## config.mk

```make
export PLATFORM = sky130hd
export DESIGN_NAME = fifo_uart_tx_flat
export DESIGN_NICKNAME = d
export VERILOG_FILES = /design/src/rtl/fifo_uart_tx_if.sv /design/src/rtl/fifo_uart_tx.sv /design/src/flat_wrapper.sv
export SDC_FILE = /design/constraint.sdc
export NUM_CORES = 1
export LEC_CHECK = 0
export ABC_AREA = 0
export BUFFER_PORTS_ARGS = -buffer_cell sky130_fd_sc_hd__buf_2
export CAP_MARGIN = 5
export CORE_ASPECT_RATIO = 0.9
export CORE_MARGIN = 2
export CORE_UTILIZATION = 50
export DETAILED_ROUTE_END_ITERATION = 10
export PLACE_DENSITY = 0.79
export SLEW_MARGIN = 10
export SYNTH_ARGS = -nofsm -noshare
export SYNTH_HDL_FRONTEND = slang
export SYNTH_SLANG_ARGS = --single-unit
```

## constraint.sdc

```tcl
create_clock -name clk -period 1.8 [get_ports clk]
set_input_delay 0.18 -clock clk [delete_from_list [all_inputs] [get_ports clk]]
set_output_delay 0.18 -clock clk [all_outputs]
set_load 0.03 [all_outputs]
```

## src/rtl/fifo_uart_tx_if.sv

```systemverilog
// fifo_uart_tx_if: read port of a synchronous FIFO as seen by the UART transmitter.
// The transmitter is the master (it issues pops); the FIFO is the slave.
interface fifo_uart_tx_if;
    logic [7:0] fiData;   // read data, valid the cycle after fiRe
    logic       fiEmpty;
    logic       fiRe;     // one-cycle pop strobe

    modport master (output fiRe, input fiData, input fiEmpty);
    modport slave (input fiRe, output fiData, output fiEmpty);
endinterface

```

## src/rtl/fifo_uart_tx.sv

```systemverilog
// fifo_uart_tx: pops bytes from a synchronous FIFO and sends each as an 8N1 UART frame.
// Optionally halts for good once a designated terminator byte has been sent.
module fifo_uart_tx #(
    parameter int unsigned CLKS_PER_BIT  = 434,
    parameter logic [7:0]  END_TOKEN     = 8'h2D,
    parameter bit          STOP_ON_TOKEN = 1'b1
) (
    input  logic           clk,
    input  logic           reset,
    input  logic           enable,
    fifo_uart_tx_if.master fifo,
    output logic           tx,
    output logic           busy,
    output logic           isFinish,
    output logic [15:0]    byteCount
);
    localparam int unsigned CntWidth = (CLKS_PER_BIT > 1) ? $clog2(CLKS_PER_BIT) : 1;
    localparam logic [CntWidth-1:0] CntLast = CntWidth'(CLKS_PER_BIT - 1);

    typedef enum logic [2:0] {
        StIdle,
        StPop,
        StLoad,
        StStart,
        StData,
        StStop,
        StDone
    } stateT;

    stateT               stateQ, stateD;
    logic                txQ, txD;
    logic [7:0]          shiftQ, shiftD;
    logic [2:0]          bitIdxQ, bitIdxD;
    logic [CntWidth-1:0] baudCntQ, baudCntD;
    logic [15:0]         byteCountQ, byteCountD;
    logic                popReq;
    logic                fiRe;
    logic                baudEnd;
    logic [2:0]          nextIdx;

    assign baudEnd = (baudCntQ == CntLast);
    assign nextIdx = bitIdxQ + 3'd1;

    // Next-state logic; tx is computed one cycle ahead so the line comes straight from a flop.
    always_comb begin
        stateD     = stateQ;
        txD        = txQ;
        shiftD     = shiftQ;
        bitIdxD    = bitIdxQ;
        baudCntD   = baudCntQ;
        byteCountD = byteCountQ;
        popReq     = 1'b0;
        unique case (stateQ)
            StIdle: begin
                txD = 1'b1;
                if (enable && !fifo.fiEmpty && !isFinish) begin
                    popReq = 1'b1;
                    stateD = StPop;
                end
            end
            // FIFO read latency: data appears one cycle after the pop.
            StPop: stateD = StLoad;
            StLoad: begin
                shiftD   = fifo.fiData;
                bitIdxD  = 3'd0;
                baudCntD = '0;
                txD      = 1'b0;  // start bit begins on entry to StStart
                stateD   = StStart;
            end
            StStart: begin
                if (baudEnd) begin
                    baudCntD = '0;
                    txD      = shiftQ[0];
                    stateD   = StData;
                end else begin
                    baudCntD = baudCntQ + CntWidth'(1);
                end
            end
            StData: begin
                if (baudEnd) begin
                    baudCntD = '0;
                    if (bitIdxQ == 3'd7) begin
                        txD    = 1'b1;
                        stateD = StStop;
                    end else begin
                        bitIdxD = nextIdx;
                        txD     = shiftQ[nextIdx];
                    end
                end else begin
                    baudCntD = baudCntQ + CntWidth'(1);
                end
            end
            StStop: begin
                txD = 1'b1;
                if (baudEnd) begin
                    baudCntD   = '0;
                    byteCountD = byteCountQ + 16'd1;
                    if ((shiftQ == END_TOKEN) && STOP_ON_TOKEN) begin
                        stateD = StDone;
                    end else begin
                        stateD = StIdle;
                    end
                end else begin
                    baudCntD = baudCntQ + CntWidth'(1);
                end
            end
            StDone: txD = 1'b1;
            default: begin
                txD    = 1'b1;
                stateD = StIdle;
            end
        endcase
    end

    // State and datapath registers; synchronous reset wins over everything else.
    always_ff @(posedge clk) begin
        if (reset) begin
            stateQ     <= StIdle;
            txQ        <= 1'b1;
            shiftQ     <= '0;
            bitIdxQ    <= '0;
            baudCntQ   <= '0;
            byteCountQ <= '0;
        end else begin
            stateQ     <= stateD;
            txQ        <= txD;
            shiftQ     <= shiftD;
            bitIdxQ    <= bitIdxD;
            baudCntQ   <= baudCntD;
            byteCountQ <= byteCountD;
        end
    end

    // The pop is gated by reset so a reset cycle can never consume a FIFO entry.
    assign fiRe      = popReq && !reset;
    assign fifo.fiRe = fiRe;
    assign tx        = txQ;
    assign busy      = fiRe || (stateQ inside {StPop, StLoad, StStart, StData, StStop});
    assign isFinish  = (stateQ == StDone);
    assign byteCount = byteCountQ;
endmodule

```

## src/flat_wrapper.sv

```systemverilog
// flat-port wrapper written by rule: the top's interface ports become plain ports
module fifo_uart_tx_flat 
#(
    parameter int unsigned CLKS_PER_BIT  = 434,
    parameter logic [7:0]  END_TOKEN     = 8'h2D,
    parameter bit          STOP_ON_TOKEN = 1'b1
)
  (clk, reset, enable, tx, busy, isFinish, byteCount, fifo_fiRe, fifo_fiData, fifo_fiEmpty);
  fifo_uart_tx_if fifo_i ();
  input  logic clk;
  input  logic reset;
  input  logic enable;
  output logic tx;
  output logic busy;
  output logic isFinish;
  output logic [15:0] byteCount;
  output wire logic [$bits(fifo_i.fiRe)-1:0] fifo_fiRe;
  input wire logic [$bits(fifo_i.fiData)-1:0] fifo_fiData;
  input wire logic [$bits(fifo_i.fiEmpty)-1:0] fifo_fiEmpty;
  assign fifo_fiRe = fifo_i.fiRe;
  assign fifo_i.fiData = fifo_fiData;
  assign fifo_i.fiEmpty = fifo_fiEmpty;
  fifo_uart_tx #(.CLKS_PER_BIT(CLKS_PER_BIT), .END_TOKEN(END_TOKEN), .STOP_ON_TOKEN(STOP_ON_TOKEN)) u_core (.clk(clk), .reset(reset), .enable(enable), .fifo(fifo_i), .tx(tx), .busy(busy), .isFinish(isFinish), .byteCount(byteCount));
endmodule
```

==> results_dict.tcl <==
set metrics [dict create \
    route.detailed.drc 0 \
    reg2reg_depth 6 \
    yosys_warnings 0 \
    min_from "fifo_fiData[1]" \
    cts_tree "done" \
    cp-startpoint "u_core.bitIdxQ[0]$_SDFFE_PP0P_" \
    synth-xor-area-share_pct 8.920 \
    drive_gt1_share_pct 27.87 \
    die_w_um 71.69 \
    slew_headroom_pct 67.27 \
    muxShareOfSynthArea_pct 6.189 \
    final_common_cell "dfxtp_1" \
    cts.path.max_buffers 2 \
    fp-row-count 22 \
    grt_usage_pct 19.74 \
    arrival_ns 1.98 \
    worst_setup_path_end_kind "flop" \
    worstMarginPinSlew_ns 0.4892 \
    tns_ns 0 \
    cp-endpoint "u_core.tx$_SDFFE_PP1P_" \
    cellLeakagePower_nw 0.9581 \
    outcome "complete, no violations" \
    finalPower_mw 2.057 \
    grt_pass1_wl_um 7341 \
    max_freq_mhz 575.5 \
    core_um2 4019 \
    grt_pass1_vias 1708 \
    timing_worst_setup_path_type "flop to flop" \
    ys_ff_latch 40 \
    clock_sink_count 40 \
    syn_to_final_growth_pct 20.93 \
    layout_common_cells "dfxtp_1, nor2_1, buf_2" \
    cap_violations 0 \
    ant_nets 0 \
    h-tree-depth 2 \
    r2r_start "u_core.bitIdxQ[0]$_SDFFE_PP0P_" \
    critPathLaunchType "flop" \
    drt_iter0_markers 105 \
    r2r_end "u_core.tx$_SDFFE_PP1P_" \
    synth_compound_area_share_pct 9.223 \
    worstPathRequired_ns 2.04 \
    syn_nets 262 \
    finalNonFillerCells 335 \
    fin_worst_skew_ns 0.01287 \
    place.gp.congestion 0.7979 \
    syn_area_um2 2062 \
    vias 1824 \
    reg2reg_slack_ns 0.06 \
    die_y_um 64.92 \
    cts_made_buffers 5 \
    clk_latency_ns 0.29 \
    yosysSeqAreaShare_pct 38.83 \
    portBuffers 31 \
    die-area_um2 4654 \
    grt_max_degree 23 \
    synth.distinct_cells 44 \
    dpl_worst_slack_ns -0.09360 \
    layout_worst_path_cycle_share_pct 96.53 \
    root_buffer "clkbuf_8" \
    final-setup-viol-count 0 \
    fin_util_pct 62.05 \
    slew_violations 0 \
    viasPerCell 5.445 \
    antenna_found_initial 0 \
    overflow 0 \
    p_per_area_nw_per_um2 824.8 \
    antennaDiodeCount 0 \
    dpl.cell_count 325 \
    ioPinCount 32 \
    hold_path.class "input pin to flop" \
    rsz0062_at_grt "yes" \
    nNetsFinal 303 \
    synth_top_family_by_area "simple AND/OR/NAND/NOR gates" \
    drt_first_pass_iters 4 \
    hold_viol 0 \
    syn_inst 245 \
    synth_fa_ha_area_share_pct 3.034 \
    cp_max_fo 5 \
    peakVddDrop_uv 365.4 \
    setup_ws_ns 0.06247 \
    initial_core_util_pct 51.31 \
    dp_hpwl_um 3065 \
    syn_avg_cell_area_um2 8.416 \
    clk_pin_slew_worst_paths_ns 0.08 \
    period_minus_slack_ns 1.738 \
    synth-simple-area-share_pct 28.70 \
    drt-total-wl_um 4337 \
    post_drt_wl_per_cell_um 12.95 \
]
==> where the power goes <==
group / total [mW] / internal (mW) / switching [mW]
combinational: 0.447 / 0.198 / 0.249
sequential: 0.988 / 0.939 / 0.0487
clock: 0.622 / 0.312 / 0.310
==> worst min-delay path by stage <==
stage / endpoint / cells past startpoint
5_1_grt: u_core.shiftQ[1]$_SDFFE_PP0P_ / 3
4_1_cts: u_core.shiftQ[5]$_SDFFE_PP0P_ / 3
3_5_place_dp: u_core.shiftQ[1]$_SDFFE_PP0P_ / 3
2_1_floorplan: u_core.shiftQ[2]$_SDFFE_PP0P_ / 2
3_3_place_gp: u_core.shiftQ[1]$_SDFFE_PP0P_ / 3
6_report: u_core.shiftQ[1]$_SDFFE_PP0P_ / 3
==> stage by stage <==
step | instance area (um2) | hold WS [ns]
3_5_place_dp | 2312 | 0.4263
4_1_cts | 2421 | 0.1166
5_1_grt | 2494 | 0.1282
6_report | 2494 | 0.1210
2_1_floorplan | 2077 | 0.3160
3_3_place_gp | 2312 | 0.4197
==> what timing repair did <==
item                                    in CTS  in global routing
resized for setup                            3                 15
endpoints found under the setup margin       1                 15
buffers inserted                             0                  2
hold buffers                                 0                  0
pin swaps                                    1                  5
hold endpoints to repair                     0                  0
==> cells by family after synthesis <==
logic type | count (synthesis)
AO/OA/AOI/OAI | 33
XOR/XNOR | 21
adder cells (fa/ha/maj) | 5
buffers and inverters | 20
flip-flops | 40
multiplexers | 11
AND/OR/NAND/NOR | 115
==> critical path: stages, from the launching register on <==
cell     delay [ns]
dfxtp_2        0.35
ha_4           0.16
ha_4           0.26
mux2i_1        0.12
mux4_2         0.49
a21oi_2        0.15
o32a_1         0.15
==> layer usage <==
metal | vias to the layer above | track usage [%] | routed length (um)
li1 | 927 | - | -
met3 | 6 | 6.376 | 152
met1 | 866 | 24.18 | 2016
met2 | 25 | 33.22 | 2120
met4 | 0 | 5.425 | 46
met5 | - | 0 | 0
==> Yosys cell counts, drive strengths merged <==
master	instances	share of area, %
dfxtp	40	39
nor2	32	5.9
nand2	29	5.6
a21oi	20	4.9
xnor2	16	6.8
nand3	10	2.4
nor3	10	2.4
mux2i	9	4.4
nand4	8	2.4
clkbuf	7	1.3
inv	7	1.3
or3	6	2.1
and2	5	1.6
buf	5	2.1
ha	5	3.0
o21ai	5	1.2
xor2	5	2.1
nor4	4	1.2
and4	2	0.85
nand2b	2	0.61
nor4bb	2	0.97
o32a	2	1.0
a211o	1	0.42
a211oi	1	0.36
a21o	1	0.36
a31oi	1	0.30
and2b	1	0.36
and3b	1	0.42
dlygate4sd1	1	0.42
mux2	1	0.73
mux4	1	1.1
nor2b	1	0.30
nor4b	1	1.2
o21a	1	0.36
o22ai	1	0.30
or2	1	0.30
==> layout make-up <==
type,instances,area (um2)
Inverter,7,26.28
Multi-Input combinational cell,185,1232
Tap cell,48,60.06
Clock buffer,7,86.33
Timing Repair Buffer,47,275.3
Fill cell,351,1525
Sequential cell,40,805.8
Clock inverter,1,7.507
==> state kept, by name, summed over array words and instances (netlist names) <==
signal,flops
u_core.baudCntQ,9
u_core.bitIdxQ,3
u_core.byteCount,16
u_core.shiftQ,8
u_core.stateQ,3
u_core.tx,1
Note: power is estimated with default switching activity, not from simulation.
